### config.mk
export PLATFORM = sky130hd
export DESIGN_NAME = kf6845_config_sequencer
export DESIGN_NICKNAME = d
export VERILOG_FILES = /design/src/rtl/kf6845_config_sequencer.sv
export SDC_FILE = /design/constraint.sdc
export NUM_CORES = 1
export LEC_CHECK = 0
export BUFFER_PORTS_ARGS = -buffer_cell sky130_fd_sc_hd__buf_2
export CAP_MARGIN = 0
export CORE_UTILIZATION = 39
export DETAILED_ROUTE_END_ITERATION = 8
export GPL_ROUTABILITY_DRIVEN = 0
export PLACE_DENSITY = 0.77
export SLEW_MARGIN = 20
export SYNTH_ARGS = -nofsm -noshare
export SYNTH_HDL_FRONTEND = slang
export SYNTH_SLANG_ARGS = --single-unit
### constraint.sdc
create_clock -name clock -period 4.15 [get_ports clock]
set_input_delay 0.6225 -clock clock [delete_from_list [all_inputs] [get_ports clock]]
set_output_delay 0.6225 -clock clock [all_outputs]
set_load 0.1 [all_outputs]
### src/rtl/kf6845_config_sequencer.sv
// kf6845_config_sequencer: loads KF6845 registers from a config table and arbitrates the CRTC bus with the host
// Ports: clock/reset (async, active-high); start pulse; config_table byte i -> Ri;
//   host_* bus from CPU glue; crtc_* bus to the KF6845; host_wait/busy/done status.
// Optional macro KF6845_CONFIG_READBACK_EN adds crtc_q input, verify_error output and R14/R15 readback.
module kf6845_config_sequencer #(
  parameter int REG_COUNT     = 16,
  parameter int SETUP_CYCLES  = 1,
  parameter int STROBE_CYCLES = 2,
  parameter int HOLD_CYCLES   = 2
) (
`ifdef KF6845_CONFIG_READBACK_EN
  input  logic [7:0]             crtc_q,
  output logic                   verify_error,
`endif
  input  logic                   clock,
  input  logic                   reset,
  input  logic                   start,
  input  logic [8*REG_COUNT-1:0] config_table,
  input  logic                   host_cs_n,
  input  logic                   host_rs,
  input  logic                   host_enable,
  input  logic                   host_r_or_w,
  input  logic [7:0]             host_d,
  output logic                   crtc_cs_n,
  output logic                   crtc_rs,
  output logic                   crtc_enable,
  output logic                   crtc_r_or_w,
  output logic [7:0]             crtc_d,
  output logic                   host_wait,
  output logic                   busy,
  output logic                   done
);
  localparam int MAXC = (SETUP_CYCLES > STROBE_CYCLES) ?
    ((SETUP_CYCLES > HOLD_CYCLES) ? SETUP_CYCLES : HOLD_CYCLES) :
    ((STROBE_CYCLES > HOLD_CYCLES) ? STROBE_CYCLES : HOLD_CYCLES);
  localparam int CW = $clog2(MAXC + 1);
  typedef enum logic [1:0] {IDLE, SETUP, STROBE, HOLD} state_t;
  typedef enum logic [1:0] {ADDR, DATA, READ} phase_t;
  state_t state, state_n;
  phase_t phase, phase_n;
  logic [4:0] idx, idx_n;
  logic [CW-1:0] cnt, cnt_n;
  logic pending, pending_n, done_n, accept, last, seq;
  logic [7:0] tbl_byte;
`ifdef KF6845_CONFIG_READBACK_EN
  logic rb, rb_n, mismatch;
`endif
  assign tbl_byte = config_table[8*idx +: 8];
  assign accept = (state == IDLE) && pending && !host_enable && host_cs_n;
  assign last = (cnt == '0);
  assign seq = (state != IDLE);
  always_ff @(posedge clock or posedge reset) begin
    if (reset) begin
      state   <= IDLE;
      phase   <= ADDR;
      idx     <= '0;
      cnt     <= '0;
      pending <= 1'b0;
      done    <= 1'b0;
    end else begin
      state   <= state_n;
      phase   <= phase_n;
      idx     <= idx_n;
      cnt     <= cnt_n;
      pending <= pending_n;
      done    <= done_n;
    end
  end
`ifdef KF6845_CONFIG_READBACK_EN
  // R14 is only 6 bits wide in the CRTC, so its upper bits read back as zero
  assign mismatch = (idx == 5'd14) ? (crtc_q[5:0] != tbl_byte[5:0]) : (crtc_q != tbl_byte);
  always_ff @(posedge clock or posedge reset) begin
    if (reset) begin
      rb           <= 1'b0;
      verify_error <= 1'b0;
    end else begin
      rb           <= rb_n;
      verify_error <= accept ? 1'b0 :
                      (state == STROBE && last && phase == READ && mismatch) ? 1'b1 : verify_error;
    end
  end
`endif
  always_comb begin
    state_n   = state;
    phase_n   = phase;
    idx_n     = idx;
    cnt_n     = cnt;
    pending_n = pending;
    done_n    = 1'b0;
`ifdef KF6845_CONFIG_READBACK_EN
    rb_n      = rb;
`endif
    case (state)
      IDLE: begin
        pending_n = start ? 1'b1 : pending;
        if (accept) begin
          pending_n = 1'b0;
          idx_n     = '0;
          phase_n   = ADDR;
          state_n   = SETUP;
          cnt_n     = CW'(SETUP_CYCLES - 1);
`ifdef KF6845_CONFIG_READBACK_EN
          rb_n      = 1'b0;
`endif
        end
      end
      SETUP: begin
        state_n = last ? STROBE : SETUP;
        cnt_n   = last ? CW'(STROBE_CYCLES - 1) : cnt - 1'b1;
      end
      STROBE: begin
        state_n = last ? HOLD : STROBE;
        cnt_n   = last ? CW'(HOLD_CYCLES - 1) : cnt - 1'b1;
      end
      HOLD: begin
        cnt_n = last ? CW'(SETUP_CYCLES - 1) : cnt - 1'b1;
        if (last) begin
          state_n = SETUP;
          if (phase == ADDR) begin
`ifdef KF6845_CONFIG_READBACK_EN
            phase_n = rb ? READ : DATA;
`else
            phase_n = DATA;
`endif
          end else if (phase == DATA && idx != 5'(REG_COUNT - 1)) begin
            idx_n   = idx + 5'd1;
            phase_n = ADDR;
`ifdef KF6845_CONFIG_READBACK_EN
          end else if (phase == DATA) begin
            rb_n    = 1'b1;
            idx_n   = 5'd14;
            phase_n = ADDR;
          end else if (idx == 5'd14) begin
            idx_n   = 5'd15;
            phase_n = ADDR;
`endif
          end else begin
            state_n = IDLE;
            done_n  = 1'b1;
          end
        end
      end
      default: state_n = IDLE;
    endcase
    busy        = seq;
    host_wait   = seq;
    crtc_cs_n   = seq ? 1'b0 : host_cs_n;
    crtc_rs     = seq ? (phase != ADDR) : host_rs;
    crtc_enable = seq ? (state == STROBE) : host_enable;
    crtc_r_or_w = seq ? (phase == READ) : host_r_or_w;
    crtc_d      = seq ? ((phase == ADDR) ? {3'b0, idx} : tbl_byte) : host_d;
  end
endmodule

After elaboration in Yosys (flattened, before gate mapping)
Index checks and enable logic that the tools add are counted.
W data, S select, Z words.
Operators by class
  reductions and logical operators: 17
  multiplexer cells: 32
  shift operators: 1
  equal/unequal tests: 11
  add/subtract/negate cells: 2
Operators with widths (count)
  $shiftx A128 B9 Y8: 1
  $mux W5: 4
  $mux W2: 9
  $mux W8: 2
  $mux W1: 13
  $pmux W5 S2: 1
  $ne A2 B2 Y1 const B: 4
  $pmux W2 S4: 1
  $reduce_bool A2 Y1: 4
  $eq A2 B2 Y1 const B: 3
  $logic_not A2 Y1: 3
  $pmux W2 S3: 1
  $add A5 B1 Y5 const B: 1
  $ne A5 B4 Y1 const B: 1
  $reduce_and A5 Y1: 1
  $eq A2 B1 Y1 const B: 2
  $logic_and A1 B1 Y1: 4
  $pmux W2 S2: 1
  $reduce_and A2 Y1: 2
  $reduce_and A4 Y1: 1
  $ne A3 B3 Y1 const B: 1
  $reduce_or A2 Y1: 1
  $sub A2 B1 Y2 const B: 1
  $logic_not A1 Y1: 1
Word-level totals
  output and inout bits: 15
  logic and storage cells: 69
  bits in registers: 13
  input port bits: 143

Longest topological paths before layout
Gate-level depths: netlist of the first run.
  depth after elaboration: 6
  gate-level depth with buffers: 8
  gate-level depth less buffers: 7

Least setup slack after synthesis of the first run
No wires, ideal clock.
  path kind: reg-to-output
  from: register state[0]
  to: output crtc_rs
  data required time: 3527 ps
  path slack: 190 ps
  data arrival time: 3338 ps
  stages on the path, launching flop included: 7
  path buffers: 3
  path through: dfrtp_1 inv_1 ha_1 clkbuf_1 clkbuf_1 clkbuf_1 o21ai_0
On the way
  cells in the longest elaborated chain, start to end: 2
RTL lines
  from (decl): line 39  | state_t state, state_n;
  from (signal assigned): line 61  | state <= state_n;
  $reduce_bool A2 Y1: line 51  | assign seq = (state != IDLE);
  $mux W1: line 148  | crtc_rs = seq ? (phase != ADDR) : host_rs;
  to (decl): line 25  | output logic crtc_rs,
Every way passes these cells.

Worst setup path in the final report of the first run
  from: register idx[0]
  to: output crtc_d[4]
On the way
  cells in the longest elaborated chain, start to end: 3
RTL lines
  from (decl): line 41  | logic [4:0] idx, idx_n;
  from (signal assigned): line 63  | idx <= idx_n;
  $shiftx A128 B9 Y8: line 48  | assign tbl_byte = config_table[8*idx +: 8];
  $mux W8 (2 in a row): line 151  | crtc_d = seq ? ((phase == ADDR) ? {3'b0, idx} : tbl_byte) : host_d;
  to (decl): line 28  | output logic [7:0] crtc_d,
Every way passes these cells.

==> impl_summary.txt, run 1 <==
----------------------------------------------------
[Critical path]
  Slowest stage delay, CP ... 0.71 ns
  Worst endpoint data arrival time ... 2.60 ns
  Worst Path Class, Setup ... reg2out
  Kind of end point of the critical path ... output pin
  Crit-path cells ... buf_4 > mux4_2 > a221oi_1 > o211ai_1 > buf_2
  Critical path fanouts, max ... 21
  Slowest cell on the critical path ... sky130_fd_sc_hd__dfrtp_2
  Worst Path Required ... 3.53 ns
  Crit path launch type ... flip-flop

[Clock tree]
  Root buffer selected by CTS ... sky130_fd_sc_hd__clkbuf_8
  Post-CTS Repair Setup Buffers ... 0
  CTS resizes ... 0
  CTS H-Tree Depth ... 1
  Number of buffers between clock root and the deepest sink ... 2
  TritonCTS Buffers ... 3
  Clk sinks ... 12
  Hold-fix buffers, CTS ... 0
  Clock latency on the worst-skew pair ... roughly 0.24 ns
  Clock tree from TritonCTS ... yes
  CTS clock-pin slew for the worst setup and hold paths ... around 0.05 ns

[Power and ir drop]
  Total power consumption of the routed design ... 0.329 mW
  Internal power ... about 0.26 mW
  Switching share of power ... around 22%
  Peak VDD IR ... roughly 0.1 mV
  Power density over cell area ... about 120 nW/um^2
  Leakage power figure ... about 1.5 nW
  Clk network pwr share ... 33.8%
  Switching pwr ... 0.0732 mW
  Power share of the sequential group ... 35.6%
  Power share of the combinational group ... between 30% and 40%

[Yosys]
  Flip-flop cell with the highest count after synthesis ... sky130_fd_sc_hd__dfrtp_1
  Share of synthesized registers carrying an async set or reset ... 100%
  Top area cells in the synthesized netlist ... sky130_fd_sc_hd__mux4_2 (28%), sky130_fd_sc_hd__dfrtp_1 (15%), sky130_fd_sc_hd__mux2i_1 (12%)
  Yosys Warn Count ... 0
  Number of nets in the synthesized netlist ... 355
  Share of synthesized area occupied by flip-flops and latches ... between 10% and 20%
  Unique cell type count in the Yosys netlist ... 40
  Largest area contributor in the netlist ... sky130_fd_sc_hd__mux4_2
  Netlist area before placement ... 1990 um^2
  Portion of synthesized cell area occupied by the leading cell type ... 28.4%
  Number of instances in the synthesized netlist ... between 200 and 250
  Synthesized area per cell ... 9.64 um^2
  Number of flip-flops and latches in the synthesized netlist ... 12
  Count of flip-flops with a built-in enable after synthesis ... 0

[Drt]
  First-pass DRT Iterations ... 4
  Total routed wirelength ... 6470 um
  Overall via count from detail_route ... around 2.3k
  # DRC ... 0
  Starting DRC count in detailed routing ... 96
  Post-DR wirelength/cell ... 15.4 um
  Number of nets with antenna violations after routing ... 0
  Vias per std cell ... 5.52

[Floorplan]
  Area of the placeable core ... 4820 um^2
  Die span in y ... 73.4 um
  Count of boundary I/O pins ... 158
  Floorplan die area ... roughly 5400 um^2
  Die Wd ... 73.4 um
  Placement Rows ... 25
  Starting utilization of the core area ... between 40% and 50%

[Global route]
  Total global routing overflow ... 0
  Via count of the first global-routing pass ... roughly 2.2k
  Maximum number of pins on one net before global-route repair ... 27
  Antenna violations before repair ... 0
  First-pass GRT wire length ... 10000 um
  GR Util All Layers ... 24.3%

[Finish]
  # diodes ... 0
  Fillers ... 478
  Commonest non-fill, non-tap cell in the layout ... sky130_fd_sc_hd__buf_2
  Leading cell types in the layout, fill and taps excluded ... sky130_fd_sc_hd__buf_2 (157), sky130_fd_sc_hd__mux4_2 (25), sky130_fd_sc_hd__mux2i_1 (24)
  Share of final-layout standard cells stronger than drive strength 1 ... 56.0%
  Layout Nets ... 502
  Final Non-Filler Cells ... 419
  Synth-to-layout area growth ... 43.2%
  Core occupancy in the finished layout ... 59.0%
  Area of all placed cells without fillers ... between 2000 and 3000 um^2

[STA]
  Tmin final ... 3.23 ns
  Transition at the pin with the smallest max-transition slack ... 0.597 ns
  Fmax ... 310 MHz
  Relative slew margins ... 60.2%
  Tcrit/Tclk final ... just under 80%
  Final count of hold timing violations ... 0
  Max-slew violation count ... 0
  Sum Neg Setup Slack ... 0 ns
  Final setup violation count ... 0
  Clock tree skew after final layout ... 0.00413 ns
  Setup repair after global routing missed its margin ... no

[Placed design]
  Number of placed instances with taps included ... 415
  Number of port buffers ... between 150 and 200
  DP HPWL ... 5290 um
  Placed Instance Area ... 2800 um^2

[Flow run]
  Number of max-capacitance violations reported ... 0

[Worst hold path]
  Path class of the lowest-slack min-delay path ... in2async

[Outcome]
  Outcome ... completed

----------------------------------------------------
cell usage after synthesis (all sizes together) (5+ instances only):
master,number
clkbuf,9
nor2,7
nor3,5
mux4,25
dfrtp,12
nand3,5
a21oi,12
buf,10
nand3b,5
mux2i,24
mux2,5
inv,12
o21ai,8
ha,6
nand2,16
metrics by stage:
step | setup slack [ns] | hold slack (ns)
global route | 0.668 | 0.439
CTS | 0.880 | 0.401
detailed placement | 1.15 | 0.512
finish | 0.923 | 0.392
floorplan | 0.190 | 0.475
global placement | 1.20 | 0.502
routing by layer:
layer	wire length (um)	track usage, %	vias up	share of wire (%)
met3	430	2.74	14	6.7
met1	2670	29.9	1096	41
met5	0	0	-	0
met2	3230	44.1	102	50
met4	136	7.91	0	2.1
li1	-	-	1102	-
worst paths after layout:
check,from,endpoint,slack (ns),cells past startpoint
max,idx[0],crtc_d[4],0.92,5
min,reset,idx[1],0.39,2
max reg2reg,idx[0],idx[0],1.45,8
min reg2reg,cnt[0],cnt[0],0.51,1
max in group asynchronous,reset,idx[0],3.40,2
min in group clock,cnt[0],cnt[0],0.51,1
registers in the layout (all words and copies together) (netlist names), named ones only:
name and flops:
cnt 2, idx 5, done 1, state 1, pending 1, phase 1
critical path, delay by kind of cell (launching register included):
family                 cells  cell delay, ns
flip-flops                 1            0.71
multiplexers               1            0.55
AO/OA/AOI/OAI              2            0.41
buffers and inverters      2            0.69
cell type report:
| cell class | instances | area (um^2) | share of cell area [%] |
|---|---|---|---|
| clock buffer | 4 | 45.0 | 1.58 |
| sequential | 12 | 303 | 10.7 |
| inverter | 12 | 45.0 | 1.58 |
| tap | 67 | 83.8 | 2.95 |
| timing repair buffer | 161 | 816 | 28.7 |
| multi-input combinational | 163 | 1550 | 54.5 |
power groups by stage:
stage	Clock (mW)	Combinational [mW]	Sequential, mW
final	0.111	0.101	0.117
after global routing	0.119	0.110	0.117
after CTS	0.115	0.102	0.117
after detailed placement	0	0.101	0.119
after global placement	0	0.0982	0.119
after floorplan	0	0.0323	0.119
cell families (layout without fill, tap and decap cells):
kind of cell / after synthesis / after routing / share of synthesized area [%]
AND/OR/NAND/NOR: 58 / 58 / 15.4
AO/OA/AOI/OAI: 45 / 45 / 15.6
flip-flops: 12 / 12 / 15.1
buffers and inverters: 31 / 177 / 6.80
multiplexers: 54 / 54 / 43.3
adder cells (fa/ha/maj): 6 / 6 / 3.78
No activity file was read; power rests on OpenSTA's default activity.
==> run 2: changes to the inputs <==
==> constraint.sdc (replaced) <==
create_clock -name clock -period 3.05 [get_ports clock]
set_input_delay 0.4575 -clock clock [delete_from_list [all_inputs] [get_ports clock]]
set_output_delay 0.4575 -clock clock [all_outputs]
set_load 0.1 [all_outputs]
==> run 2 against run 1 <==
Sequential power increased by 36%. Register-to-register slack got worse by 0.72 ns. Cell area increased by 5.1%. Non-clock buffer count increased by 7. Count of clock-buffer cells in the layout unchanged. Critical path type unchanged. Largest cell class unchanged.
==> impl_summary.txt, run 2 (synthesis gave the netlist of run 1 again) <==
----------------------------------------------------
[Power and ir drop]
  Leakage power figure ... 1.59 nW
  Peak VDD IR ... 0.216 mV
  Power density over cell area ... 159 nW/um^2

[STA]
  Transition at the pin with the smallest max-transition slack ... 0.492 ns
  Min setup slack post-route ... 0.185 ns
  Final setup violation count ... 0
  Tmin final ... around 2.9 ns
  Setup repair after global routing missed its margin ... no
  Tcrit/Tclk final ... 93.9%
  Clock tree skew after final layout ... 0.00466 ns
  Max-slew violation count ... 0
  Final count of hold timing violations ... 0
  Relative slew margins ... 67.1%
  Fmax ... 349 MHz

[Floorplan]
  Count of boundary I/O pins ... 158
  Die Wd ... around 73 um
  Area of the placeable core ... around 4800 um^2
  Placement Rows ... 25
  Die span in y ... 73.4 um
  Floorplan die area ... 5380 um^2
  Starting utilization of the core area ... between 40% and 50%

[Outcome]
  Outcome ... completed

[Finish]
  Share of final-layout standard cells stronger than drive strength 1 ... between 50% and 60%
  Synth-to-layout area growth ... 50.5%
  Flip-flop count of the largest register, all copies and words added ... 5
  Final Non-Filler Cells ... 426
  Register name with the most flops ... idx
  Top Registers ... idx: 5 flops, cnt: 2 flops
  Fillers ... 430
  Commonest non-fill, non-tap cell in the layout ... sky130_fd_sc_hd__buf_2
  Leading cell types in the layout, fill and taps excluded ... sky130_fd_sc_hd__buf_2 (155), sky130_fd_sc_hd__mux4_2 (25), sky130_fd_sc_hd__mux2i_1 (24)
  # diodes ... 0
  Layout Nets ... ~510

[Drt]
  First-pass DRT Iterations ... 4
  Number of nets with antenna violations after routing ... 0
  Starting DRC count in detailed routing ... 88
  # DRC ... 0
  Post-DR wirelength/cell ... 15.6 um
  Total routed wirelength ... 6650 um
  Vias per std cell ... 5.46
  Overall via count from detail_route ... approximately 2.3k

[Clock tree]
  TritonCTS Buffers ... 3
  Clock latency on the worst-skew pair ... 0.25 ns
  Number of buffers between clock root and the deepest sink ... 2
  Hold-fix buffers, CTS ... 0
  Post-CTS Repair Setup Buffers ... 0
  CTS H-Tree Depth ... 1
  CTS clock-pin slew for the worst setup and hold paths ... about 0.060 ns
  Clk sinks ... 12
  Root buffer selected by CTS ... sky130_fd_sc_hd__clkbuf_8
  CTS resizes ... 0
  Clock tree from TritonCTS ... yes

[Critical path]
  Kind of end point of the critical path ... output pin
  Crit path launch type ... flip-flop
  Worst Path Class, Setup ... reg2out
  Number of cells on the worst reg-to-reg path ... 8
  FF-to-FF Start ... idx[1]
  Critical path fanouts, max ... 18
  Setup slack of the worst register-to-register path ... 0.73 ns
  Capture instance of the worst register-to-register path ... idx[0]
  Worst Path Required ... 2.59 ns
  CP startpoint ... idx[0]
  Worst endpoint data arrival time ... 2.41 ns

[Global route]
  Via count of the first global-routing pass ... between 2k and 2.5k
  Total global routing overflow ... 0
  Maximum number of pins on one net before global-route repair ... 26
  First-pass GRT wire length ... just over 10000 um
  GR Util All Layers ... between 20% and 30%
  Antenna violations before repair ... 0

[Placed design]
  Worst setup slack before clock tree synthesis ... 0.421 ns
  Number of placed instances with taps included ... 422
  Number of port buffers ... 157
  DP HPWL ... 5580 um

[Flow run]
  Number of max-capacitance violations reported ... 0

[Worst hold path]
  Path class of the lowest-slack min-delay path ... in2async

----------------------------------------------------
run 2: cell types whose count changed in the layout (fill, tap and decap cells not counted), moves of 2 or more:
cell                      before  now
sky130_fd_sc_hd__buf_4         4   11
sky130_fd_sc_hd__buf_12        0    2
sky130_fd_sc_hd__a32oi_1       2    0
sky130_fd_sc_hd__a32oi_4       0    2
sky130_fd_sc_hd__buf_2       157  155
run 2: layout make-up:
class                           instances  area, um^2  share of cell area, %
Clock buffer                            4        55.1                   1.84
Inverter                               12        48.8                   1.63
Multi-Input combinational cell        163        1600                   53.5
Sequential cell                        12         303                   10.1
Tap cell                               67        83.8                   2.81
Timing Repair Buffer                  168         898                   30.1
run 2: worst max-delay path by stage:
stage	cells after the start	slack, ns	endpoint
after floorplan	6	-0.15	crtc_d[4]
after detailed placement	6	0.42	crtc_d[4]
final	6	0.18	crtc_d[4]
after global routing	6	0.06	crtc_d[4]
after CTS	6	0.16	crtc_d[4]
after global placement	6	0.49	crtc_d[4]
run 2: where the power goes:
group,internal (mW),leakage [nW],switching [mW]
Clock,0.114,0.0288,0.0623
Sequential,0.159,0.143,0
Combinational,0.0971,1.42,0.0411
Total,0.371,1.59,0.103
run 2: metal layers:
layer  vias to the layer above  global-route usage, %  wire length [um]  share of wire [%]
met3                         6                   3.70               542                8.2
met1                      1096                   29.8              2660                 40
li1                       1119                      -                 -                  -
met4                         0                   4.06                48               0.72
met5                         -                      0                 0                  0
met2                       107                   46.2              3400                 51
run 2: worst max-delay path, cell delays in order (launching register included):
cell and delay, ns:
sky130_fd_sc_hd__dfrtp_2 0.52, sky130_fd_sc_hd__buf_4 0.32, sky130_fd_sc_hd__mux4_2 0.53, sky130_fd_sc_hd__mux2_2 0.28, sky130_fd_sc_hd__nand3_1 0.08, sky130_fd_sc_hd__o211ai_1 0.11, sky130_fd_sc_hd__buf_2 0.31
run 2: stage by stage:
stage	util [%]	total power, mW	setup TNS [ns]	hold WS (ns)	cell area, um^2
floorplan	-	0.207	-0.202	0.322	2050
global placement	60.9	0.297	0	0.489	2930
detailed placement	60.9	0.301	0	0.495	2930
CTS	62.0	0.476	0	0.236	2990
global route	62.0	0.495	0	0.257	2990
finish	62.0	0.474	0	0.224	2990
==> run 3: changes to the inputs <==
==> constraint.sdc (replaced) <==
create_clock -name clock -period 3.05 [get_ports clock]
set_input_delay 0 -clock clock [delete_from_list [all_inputs] [get_ports clock]]
set_output_delay 0 -clock clock [all_outputs]
set_load 0.1 [all_outputs]
==> run 3 against run 2 <==
Routed wire length up 3.1%. Power down 4.0%. Critical path depth unchanged. Flip-flop and latch count unchanged. Critical endpoint unchanged. Largest cell class unchanged. Clock skew down 0.0011 ns. Cell area down 2.4%. Worst hold slack worse by 0.17 ns. Largest power group is now registers. Worst setup slack better by 0.21 ns. Register-to-register slack worse by 0.07 ns. Core utilization down 1.5 points. Die area unchanged.
==> impl_summary.txt, run 3 (synthesis gave the netlist of run 1 again) <==
----------------------------------------------------
[Outcome]
  Outcome ... completed

[Floorplan]
  Starting utilization of the core area ... between 40% and 50%
  Floorplan die area ... 5380 um^2
  Count of boundary I/O pins ... 158
  Area of the placeable core ... about 4800 um^2
  Placement Rows ... 25
  Die span in y ... between 70 and 80 um
  Die Wd ... 73.4 um

[Worst hold path]
  Path class of the lowest-slack min-delay path ... in2reg

[Finish]
  Commonest non-fill, non-tap cell in the layout ... sky130_fd_sc_hd__buf_2
  Register name with the most flops ... idx
  Share of final-layout standard cells stronger than drive strength 1 ... 56.9%
  Fillers ... 472
  Synth-to-layout area growth ... 46.9%
  # diodes ... 0
  Leading cell types in the layout, fill and taps excluded ... sky130_fd_sc_hd__buf_2 (155), sky130_fd_sc_hd__mux4_2 (25), sky130_fd_sc_hd__mux2i_1 (24)
  Flip-flop count of the largest register, all copies and words added ... 5
  Top Registers ... idx: 5 flops, cnt: 2 flops
  Layout Nets ... 505

[STA]
  Max-slew violation count ... 0
  Tcrit/Tclk final ... 87.1%
  Relative slew margins ... 55.9%
  Final count of hold timing violations ... 0
  Min setup slack post-route ... 0.393 ns
  Sum Neg Setup Slack ... 0 ns
  Transition at the pin with the smallest max-transition slack ... about 0.66 ns
  Fmax ... 376 MHz
  Final setup violation count ... 0
  Setup repair after global routing missed its margin ... no
  Tmin final ... 2.66 ns
  Clock tree skew after final layout ... 0.00359 ns

[Placed design]
  Number of port buffers ... 157
  Worst setup slack before clock tree synthesis ... 0.599 ns
  DP HPWL ... 5730 um

[Critical path]
  Worst endpoint data arrival time ... 2.66 ns
  Worst Path Class, Setup ... reg2out
  Slowest stage delay, CP ... about 0.75 ns
  Crit path launch type ... flip-flop
  Worst Path Required ... 3.05 ns
  Crit-path cells ... buf_4 > mux4_2 > mux2_2 > nand3_1 > o211ai_1 > buf_2
  Critical path fanouts, max ... 22
  Kind of end point of the critical path ... output pin
  Slowest cell on the critical path ... sky130_fd_sc_hd__dfrtp_2

[Global route]
  Antenna violations before repair ... 0
  Via count of the first global-routing pass ... between 2k and 2.5k
  First-pass GRT wire length ... approximately 11000 um
  Maximum number of pins on one net before global-route repair ... 23
  GR Util All Layers ... 26.0%
  Total global routing overflow ... 0

[Clock tree]
  Clock tree from TritonCTS ... yes
  Clk sinks ... 12
  CTS resizes ... 0
  CTS H-Tree Depth ... 1
  Root buffer selected by CTS ... sky130_fd_sc_hd__clkbuf_8
  Number of buffers between clock root and the deepest sink ... 2
  TritonCTS Buffers ... 3
  CTS clock-pin slew for the worst setup and hold paths ... about 0.06 ns
  Clock latency on the worst-skew pair ... 0.25 ns

[Power and ir drop]
  Peak VDD IR ... 0.128 mV
  Leakage power figure ... around 1.6 nW
  Total power consumption of the routed design ... 0.455 mW
  Power density over cell area ... 156 nW/um^2

[Flow run]
  Number of max-capacitance violations reported ... 0

[Drt]
  First-pass DRT Iterations ... 4
  Vias per std cell ... approximately 5.5
  Starting DRC count in detailed routing ... 111
  Overall via count from detail_route ... about 2.3k
  Total routed wirelength ... just under 7000 um
  # DRC ... 0
  Post-DR wirelength/cell ... roughly 16 um
  Number of nets with antenna violations after routing ... 0

----------------------------------------------------
[run 3: cell types whose count changed in the layout (fill, tap and decap cells not counted)]
| cell | change |
|---|---|
| sky130_fd_sc_hd__buf_4 | -5 |
| sky130_fd_sc_hd__a32oi_2 | +2 |
| sky130_fd_sc_hd__a32oi_4 | -2 |
| sky130_fd_sc_hd__a21oi_1 | +1 |
| sky130_fd_sc_hd__a21oi_2 | -1 |
| sky130_fd_sc_hd__a41oi_1 | +1 |
| sky130_fd_sc_hd__a41oi_2 | -1 |
| sky130_fd_sc_hd__clkbuf_1 | +1 |
| sky130_fd_sc_hd__clkbuf_8 | -1 |
| sky130_fd_sc_hd__dlygate4sd3_1 | +1 |
[run 3: worst paths after layout]
kind                        endpoint  slack, ns  depth (start not counted)    from
max                        crtc_d[4]       0.39                          6  idx[0]
min                          pending       0.05                          3   start
max reg2reg                   idx[0]       0.66                          7  idx[0]
min reg2reg                   cnt[0]       0.53                          1  cnt[0]
max in group asynchronous     idx[0]       2.39                          3   reset
min in group asynchronous   phase[0]       0.31                          3   reset
[run 3: critical path, delay by kind of cell, from the launching register on]
family / cells / cell delay, ns
and+or+nand+nor: 1 / 0.08
DFF: 1 / 0.75
buffers and inverters: 2 / 0.67
muxes: 2 / 0.81
AOI/OAI and AO/OA: 1 / 0.09
[run 3: power breakdown]
group | internal (mW) | switching, mW
sequential | 0.159 | 0
clock | 0.0924 | 0.0631
combinational | 0.0980 | 0.0422
[run 3: area by class of cell]
class                           instances  area [um^2]  area share (%)
Timing Repair Buffer                  164          871            29.9
Multi-Input combinational cell        163         1570            53.7
Inverter                               12         48.8            1.67
Clock buffer                            4         45.0            1.54
Tap cell                               67         83.8            2.87
Sequential cell                        12          303            10.4
[run 3: per-layer routing]
layer  wire [um]  vias to the layer above  track usage (%)
met4          96                        0             8.12
li1            -                     1115                -
met2        3590                      107             48.5
met3         478                       11             3.29
met1        2690                     1107             31.1
met5           0                        -                0
[run 3: what timing repair did]
action	in CTS	in global routing
buffers inserted	0	0
endpoints found under the hold margin	12	0
setup endpoints to repair	0	0
hold buffers	1	0
[run 3: through the flow]
step	cell area, um^2	util (%)	instances	hold slack [ns]
global route	2920	60.5	422	0.0983
finish	2920	60.5	422	0.0497
CTS	2920	60.5	422	0.0515
global placement	2860	59.4	417	0.0426
floorplan	2000	-	206	-0.135
detailed placement	2860	59.4	417	0.0407
